<file path="src/rtl/cla_slice_sequencer.sv">
// Multi-cycle WIDTH-bit add/subtract unit that reuses one 8-bit carry-lookahead
// slice, least-significant slice first, behind valid/ready handshakes.

module eight_bit_cla (
    input  logic [7:0] a,
    input  logic [7:0] b,
    input  logic       cin,
    output logic [7:0] s,
    output logic [8:0] c,
    output logic       g_grp,
    output logic       p_grp
);
    logic [7:0] g;
    logic [7:0] p;
    logic       pp;

    assign g = a & b;
    assign p = a ^ b;

    // Each carry is a flat sum of products over generate/propagate terms.
    always_comb begin
        c     = '0;
        c[0]  = cin;
        pp    = 1'b0;
        for (int i = 0; i < 8; i++) begin
            c[i+1] = g[i];
            pp     = p[i];
            for (int j = i - 1; j >= 0; j--) begin
                c[i+1] = c[i+1] | (pp & g[j]);
                pp     = pp & p[j];
            end
            c[i+1] = c[i+1] | (pp & cin);
        end
    end

    always_comb begin
        g_grp = g[7];
        p_grp = p[7];
        for (int j = 6; j >= 0; j--) begin
            g_grp = g_grp | (p_grp & g[j]);
            p_grp = p_grp & p[j];
        end
    end

    assign s = p ^ c[7:0];
endmodule

module cla_slice_sequencer #(
    parameter int WIDTH  = 32,
    parameter int SLICES = WIDTH / 8
) (
    input  logic             clock,
    input  logic             reset_n,
    input  logic             in_valid,
    output logic             in_ready,
    input  logic             op_sub,
    input  logic [WIDTH-1:0] a_in,
    input  logic [WIDTH-1:0] b_in,
    output logic             out_valid,
    input  logic             out_ready,
    output logic [WIDTH-1:0] result,
    output logic             cout,
    output logic             ovf,
    output logic             zero,
    output logic             busy
);
    localparam int IDX_W = (SLICES > 1) ? $clog2(SLICES) : 1;
    localparam logic [IDX_W-1:0] LAST_IDX = IDX_W'(SLICES - 1);

    typedef enum logic [1:0] {IDLE, RUN, DONE} state_t;

    state_t           state_q, state_d;
    logic [WIDTH-1:0] a_q, a_d;
    logic [WIDTH-1:0] b_q, b_d;
    logic [WIDTH-1:0] result_q, result_d;
    logic [IDX_W-1:0] idx_q, idx_d;
    logic             carry_q, carry_d;
    logic             cout_q, cout_d;
    logic             ovf_q, ovf_d;
    logic             zero_q, zero_d;

    logic [7:0] sl_a, sl_b, sl_s;
    logic [8:0] sl_c;
    logic       sl_g, sl_p;

    assign sl_a = a_q[idx_q*8 +: 8];
    assign sl_b = b_q[idx_q*8 +: 8];

    eight_bit_cla u_cla (
        .a    (sl_a),
        .b    (sl_b),
        .cin  (carry_q),
        .s    (sl_s),
        .c    (sl_c),
        .g_grp(sl_g),
        .p_grp(sl_p)
    );

    always_comb begin
        state_d  = state_q;
        a_d      = a_q;
        b_d      = b_q;
        result_d = result_q;
        idx_d    = idx_q;
        carry_d  = carry_q;
        cout_d   = cout_q;
        ovf_d    = ovf_q;
        zero_d   = zero_q;
        case (state_q)
            IDLE: begin
                if (in_valid) begin
                    a_d     = a_in;
                    b_d     = op_sub ? ~b_in : b_in;
                    carry_d = op_sub;
                    idx_d   = '0;
                    state_d = RUN;
                end
            end
            RUN: begin
                result_d[idx_q*8 +: 8] = sl_s;
                carry_d = sl_g | (sl_p & carry_q);
                idx_d   = idx_q + 1'b1;
                // Zero flag sees the slice being written this cycle.
                if (idx_q == LAST_IDX) begin
                    cout_d  = carry_d;
                    ovf_d   = sl_c[7] ^ carry_d;
                    zero_d  = (result_d == '0);
                    state_d = DONE;
                end
            end
            DONE: begin
                if (out_ready) state_d = IDLE;
            end
            default: state_d = IDLE;
        endcase
    end

    always_ff @(posedge clock or negedge reset_n) begin
        if (!reset_n) begin
            state_q  <= IDLE;
            a_q      <= '0;
            b_q      <= '0;
            result_q <= '0;
            idx_q    <= '0;
            carry_q  <= 1'b0;
            cout_q   <= 1'b0;
            ovf_q    <= 1'b0;
            zero_q   <= 1'b0;
        end else begin
            state_q  <= state_d;
            a_q      <= a_d;
            b_q      <= b_d;
            result_q <= result_d;
            idx_q    <= idx_d;
            carry_q  <= carry_d;
            cout_q   <= cout_d;
            ovf_q    <= ovf_d;
            zero_q   <= zero_d;
        end
    end

    assign in_ready  = (state_q == IDLE);
    assign busy      = (state_q == RUN);
    assign out_valid = (state_q == DONE);
    assign result    = result_q;
    assign cout      = cout_q;
    assign ovf       = ovf_q;
    assign zero      = zero_q;
endmodule

</file>
<file path="config.mk">
export PLATFORM = sky130hd
export DESIGN_NAME = cla_slice_sequencer
export DESIGN_NICKNAME = d
export VERILOG_FILES = /design/src/rtl/cla_slice_sequencer.sv
export SDC_FILE = /design/constraint.sdc
export NUM_CORES = 1
export LEC_CHECK = 0
export BUFFER_PORTS_ARGS = -buffer_cell sky130_fd_sc_hd__buf_4
export CORE_AREA = 3 3 85 119
export CTS_BUF_LIST = sky130_fd_sc_hd__clkbuf_4
export CTS_CLUSTER_DIAMETER = 40
export CTS_CLUSTER_SIZE = 14
export DETAILED_ROUTE_END_ITERATION = 10
export DIE_AREA = 0 0 88 122
export GPL_ROUTABILITY_DRIVEN = 1
export PLACE_DENSITY_LB_ADDON = 0.3
export SLEW_MARGIN = 30
export SYNTH_ARGS = -nofsm -noshare
export SYNTH_HDL_FRONTEND = slang
export SYNTH_SLANG_ARGS = --single-unit
</file>
<file path="constraint.sdc">
create_clock -name clock -period 3.6 [get_ports clock]
set_input_delay 0.18 -clock clock [delete_from_list [all_inputs] [get_ports clock]]
set_output_delay 0.18 -clock clock [all_outputs]
set_load 0.05 [all_outputs]
</file>
==> flow_summary.ini, run 1 <==
[final_layout]
nets = 737
drive_gt1_frac = 0.2344
area_delta_synth_final_pct = 30.75
nFillCells = 612

[routing]
vias = 4221
dr.pass1.iters = 5
ant_nets = 0
wl_per_cell_um = 17.40
drt_iter0_drc = 203
routed_wl_um = 13310
vias_per_cell = 5.518
drc_errors = 0

[setup_path]
criticalPathCategory = reg -> reg
path_buf_inv = 1
path_max_fanout = 14
arrival_ps = 3590
crit_path_max_incr_delay_ps = 690
path_cells = buf_12 > mux4_2 > ha_1 > a211oi_2 > o21ai_1 > a21o_1 > a21oi_1 > xor2_1 > o21ai_0
crit_slowest_cell = dfrtp_1
cp-start-kind = register
reg2reg_depth = 9
end_kind = register
critPathLaunch = idx_q[0]
timing.rr.start = idx_q[0]
required_ps = 3940
worstReg2RegEnd = result[22]
rrSetupSlack_ps = 350
cpLargestDelayFamily = compound AO/OA/AOI/OAI gates

[clock_network]
cts.sinks = 104
root_buffer = clkbuf_4
clk_latency_ps = 460
h-tree-depth = 3
cts_tree = built
clk_pin_slew_worst_paths_ps = 140
clockBufferDepth = 2
numCtsBuffers = 9

[power_and_ir_drop]
p_sw_mw = 3.353
p_leak_nw = 3.249
power_density_nw_per_um2 = 1021
power.internal_mw = 3.477
pwr-share-seq = 0.301
clockPowerShare = 0.086
p_sw_frac = 0.4910
combinationalPowerShare = 0.613
peakVddDrop_mv = 0.5491

[timing]
worst_pin_slew_ps = 654.8
period_minus_slack_ps = 3250
finalSetupViolCount = 0
setup_tns_ps = 0
setup_ws_ps = 350.2
fmax_ghz = 0.3077
skew_ps = 6.961
rsz0062_at_grt = no
slew_headroom = 0.5620
timing.final.crit_share = 0.9027
hold_viol = 0
slew_violations = 0

[placement]
pre_cts_ws_ps = 416.0
dp_hpwl_um = 9475
port_buffers = 106
gp_congestion = 0.9109

[global_route]
grt_max_degree = 72
grtUsageTotal = 0.2627
grt-ovfl-total = 0
grt_pass1_vias = 4438
antenna_found_initial = 1
grt_pass1_wl_um = 21210

[synth]
synth-edff-count = 0
synth_area_um2 = 5115
syn_inst = 498
synth_cell_types = 45
synth.avg_cell_area_um2 = 10.27
yosysWarnings = 0
yosysSeqAreaShare = 0.5088
yosys_register_bits = 104
synth_fp_nets = 583
async_reset_ff_frac = 1.000
synthFlopType = dfrtp_1

[die]
die_h_um = 122
std_cell_rows = 41
ioPinCount = 107
die_x_um = 88
start_util = 0.5633
die-area_um2 = 10740
core_area_um2 = 9080

[min_path]
min_path_cells = 3
hold_class = in -> reg
min_to = b_q[10]
min_from = b_in[10]

[run]
cap_viol_max_count = 0

[status]
status = completed
-- state kept, by name, summed over array words and instances (netlist names) --
name / count
idx_q: 2
cout: 1
carry_q: 1
ovf: 1
result: 32
b_q: 32
a_q: 32
zero: 1
state_q: 2
-- synth_stat cells (2+ instances only) --
cell type / count / area share
mux4_2: 16 / 0.070
and3_1: 2 / 0.0024
nor2_1: 16 / 0.012
buf_1: 3 / 0.0022
o21ai_0: 48 / 0.047
a21oi_1: 11 / 0.011
ha_1: 15 / 0.037
nor2b_1: 3 / 0.0037
clkbuf_1: 17 / 0.012
nand3_1: 3 / 0.0029
inv_1: 6 / 0.0044
dfrtp_1: 104 / 0.51
o21ai_1: 4 / 0.0039
a22oi_1: 2 / 0.0029
buf_2: 2 / 0.0020
xor2_1: 4 / 0.0068
nor3_1: 2 / 0.0020
a211oi_2: 2 / 0.0049
nand2b_1: 3 / 0.0037
nand2_1: 146 / 0.11
a21o_1: 2 / 0.0029
nor4_1: 6 / 0.0073
mux2_2: 2 / 0.0044
a22o_1: 23 / 0.039
o31ai_1: 2 / 0.0029
xnor2_1: 34 / 0.058
o21a_1: 2 / 0.0029
-- metrics by stage --
stage	hold WS [ps]	instances	utilization	power, mW	area (um^2)
2_1_floorplan	-115.6	498	-	4.904	5115
3_5_place_dp	361.5	695	0.6625	6.204	6016
5_1_grt	0.5935	765	0.7365	7.291	6688
4_1_cts	3.938	764	0.7353	6.826	6676
3_3_place_gp	347.6	695	0.6625	6.095	6016
6_report	3.464	765	0.7365	6.830	6688
-- per-layer routing --
layer	GRT usage	share of wire	vias up
li1	-	-	2021
met1	0.2817	0.35	2025
met2	0.4882	0.56	136
met3	0.03451	0.041	39
met4	0.1372	0.042	0
met5	0	0	-
-- logic make-up (layout without fill, tap and decap cells) --
logic type                 Yosys count  in the layout  synth area share
buffers and inverters               30            189           0.02495
xor gates and xnor gates            38             38           0.06507
muxes                               19             19           0.07681
and+or+nand+nor                    190            190            0.1553
DFF                                104            104            0.5088
other                                0              1                 0
AOI/OAI and AO/OA                  101            101            0.1284
adders and majority gates           16             16           0.04061
-- worst max-delay path by stage --
stage          depth (start not counted)          to
6_report                               9  result[22]
5_1_grt                                9  result[22]
4_1_cts                                9  result[22]
3_5_place_dp                           9  result[22]
3_3_place_gp                           9  result[30]
2_1_floorplan                          9        zero
-- area by class of cell --
class,count,area [um^2],area share
Clock buffer,11,82.58,0.01235
Tap cell,107,133.9,0.02002
Sequential cell,104,2603,0.3891
Inverter,7,31.28,0.004677
Multi-Input combinational cell,364,2392,0.3577
Timing Repair Buffer,166,1395,0.2086
Clock inverter,5,47.55,0.007109
Antenna cell,1,2.502,0.0003742
-- power by group through the flow --
stage | clock network (mW) | logic (mW) | registers (mW)
6_report | 0.589 | 4.19 | 2.06
5_1_grt | 0.636 | 4.55 | 2.11
4_1_cts | 0.596 | 4.17 | 2.06
3_5_place_dp | 0 | 4.12 | 2.09
3_3_place_gp | 0 | 4.04 | 2.06
2_1_floorplan | 0 | 2.51 | 2.39
-- layout by cell type, fill, tap and decap left out, types with 3 or more instances in the layout --
cell type	netlist	layout
xnor2_1	34	34
xor2_1	4	4
mux4_2	16	16
ha_1	15	15
inv_1	6	6
nor2b_1	3	3
o21ai_1	4	4
a21oi_1	11	11
o21ai_0	48	48
nand2b_1	3	3
nand2_1	146	145
a22o_1	23	23
nor2_1	16	16
buf_4	0	111
nor4_1	6	6
clkbuf_4	0	11
dfrtp_1	104	104
nand3_1	3	3
dlygate4sd3_1	0	53
-- worst min-delay path, cell delays in order --
cell and delay, ps:
buf_4 80, xnor2_1 110, o21ai_0 70
-- timing repair --
item,4_1_cts,5_1_grt
hold buffers,53,0
endpoints found under the hold margin,121,0
buffers inserted,0,0
resized for setup,0,0
No activity file was read; power rests on OpenSTA's default activity.
==> run 2: changes to the inputs <==
--- a/config.mk
+++ b/config.mk
@@ -6,14 +6,15 @@
 export NUM_CORES = 1
 export LEC_CHECK = 0
 export BUFFER_PORTS_ARGS = -buffer_cell sky130_fd_sc_hd__buf_4
-export CORE_AREA = 3 3 85 119
+export CORE_AREA = 10 10 93 128
 export CTS_BUF_LIST = sky130_fd_sc_hd__clkbuf_4
 export CTS_CLUSTER_DIAMETER = 40
 export CTS_CLUSTER_SIZE = 14
 export DETAILED_ROUTE_END_ITERATION = 10
-export DIE_AREA = 0 0 88 122
+export DIE_AREA = 0 0 103 138
 export GPL_ROUTABILITY_DRIVEN = 1
 export PLACE_DENSITY_LB_ADDON = 0.3
+export REMOVE_ABC_BUFFERS = 1
 export SLEW_MARGIN = 30
 export SYNTH_ARGS = -nofsm -noshare
 export SYNTH_HDL_FRONTEND = slang
==> run 2 against run 1 <==
Net effect: combinational power down 2%; sequential cell count unchanged; global-route usage down 7.0 points; sequential share of layout area down 0.54 points; final area up 1.4%; register-to-register slack better by 110 ps; via count up 1.3%; die area up 32%; core utilization down 3.6 points; sequential power down 2%; final cell count up 2.0%; clock power down 2%.
==> flow_summary.ini, run 2 (same netlist as run 1, synthesis figures left out) <==
[timing]
slew_violations = 0
slew_headroom = 0.3911
setup_ws_ps = 462.6
fmax_ghz = 0.3187
worst_pin_slew_ps = 913.4
period_minus_slack_ps = 3137
finalSetupViolCount = 0
skew_ps = 11.21
hold_viol = 0
setup_tns_ps = 0
rsz0062_at_grt = no
timing.final.crit_share = 0.8715

[global_route]
antenna_found_initial = 1
grt-ovfl-total = 0
grt_pass1_vias = 4637
grtUsageTotal = 0.1929
grt_pass1_wl_um = 22090
grt_max_degree = 99

[power_and_ir_drop]
peakVddDrop_mv = 0.4506
power_density_nw_per_um2 = 989.0
p_leak_nw = 3.280

[die]
start_util = 0.5282
die_h_um = 138
die_x_um = 103
ioPinCount = 107
die-area_um2 = 14210
core_area_um2 = 9684
std_cell_rows = 43

[final_layout]
area_delta_synth_final_pct = 32.58
final_common_cell = nand2_1
nets = 748
final_cell_mix = nand2_1 (145), buf_4 (112), dfrtp_1 (104), dlygate4sd3_1 (64), o21ai_0 (48)
final_cell_area_um2 = 6782
nFillCells = 733
drive_gt1_frac = 0.2297
multiInputGateArea_um2 = 2387
regArea_um2 = 2603

[placement]
pre_cts_ws_ps = 493.3
gp_congestion = 0.9108
port_buffers = 106
dp_hpwl_um = 9633
placed_area_um2 = 6010

[setup_path]
path_buf_inv = 1
path_cells = buf_4 > mux4_2 > ha_1 > o21ai_1 > o21ai_1 > a21o_1 > a21oi_1 > xor2_1 > o21ai_0
cp-start-kind = register
required_ps = 3940
end_kind = register
criticalPathCategory = reg -> reg
rrSetupSlack_ps = 460
crit_top_cell = o21ai_1
arrival_ps = 3480
crit_path_max_incr_delay_ps = 550
crit_slowest_cell = mux4_2
cpLargestDelayFamily = compound AO/OA/AOI/OAI gates
path_max_fanout = 17

[min_path]
hold_class = in -> reg

[run]
cap_viol_max_count = 0

[routing]
drt_iter0_drc = 181
vias_per_cell = 5.481
drc_errors = 0
ant_nets = 0
vias = 4275
wl_per_cell_um = 17.05
dr.pass1.iters = 5
routed_wl_um = 13300

[clock_network]
numCtsBuffers = 9
clk_latency_ps = 460
h-tree-depth = 3
clockBufferDepth = 2
root_buffer = clkbuf_4
cts_tree = built
clk_pin_slew_worst_paths_ps = 140
cts.sinks = 104

[status]
status = completed
## run 2: cell types whose count changed in the layout (fill, tap and decap cells not counted), sizes merged
cell | before | now
diode | 1 | 2
clkbuf | 11 | 10
dlygate4sd3 | 53 | 64
clkinv | 5 | 4
## run 2: area by class of cell
cell class,count,area share
Tap cell,112,0.02066
Clock buffer,10,0.01107
Timing Repair Buffer,177,0.2201
Antenna cell,2,0.0007380
Multi-Input combinational cell,364,0.3520
Sequential cell,104,0.3838
Inverter,7,0.004613
Clock inverter,4,0.007011
## run 2: report_power, final
group | internal [mW] | switching (mW)
sequential | 1.67 | 0.347
clock | 0.211 | 0.364
combinational | 1.55 | 2.57
## run 2: worst register-to-register path: stages (launching register included)
cell     delay, ps
dfrtp_1        430
buf_4          330
mux4_2         560
ha_1           370
o21ai_1        220
o21ai_1        130
a21o_1         240
a21oi_1        280
xor2_1         300
o21ai_0        160
## run 2: repair_timing
action,in CTS,in global routing
resized for setup,0,0
hold endpoints to repair,140,0
hold buffers,64,0
setup buffers,0,0
## run 2: stage by stage
stage	total power, mW	utilization	cells	hold WS (ps)
after floorplan	4.847	-	475	-115.6
after global placement	5.991	0.6205	700	369.9
after detailed placement	6.105	0.6205	700	376.6
after CTS	6.729	0.6994	778	9.582
after global routing	7.221	0.7000	779	9.979
final	6.707	0.7003	780	23.40
## run 2: path summary, 6_finish.rpt
path / end / startpoint / cells after the start
max in group asynchronous: b_q[2] / reset_n / 3
max reg2reg: result[22] / idx_q[0] / 9
min: b_q[21] / b_in[21] / 3
max: result[22] / idx_q[0] / 9
min reg2reg: a_q[29] / a_q[29] / 2
min in group asynchronous: state_q[1] / reset_n / 2
## run 2: per-layer routing
metal,part of all wire,vias to the layer above,GRT usage
met5,0,-,0
met4,0.026,0,0.08891
li1,-,2049,-
met2,0.52,132,0.3190
met1,0.40,2061,0.2271
met3,0.052,33,0.04688
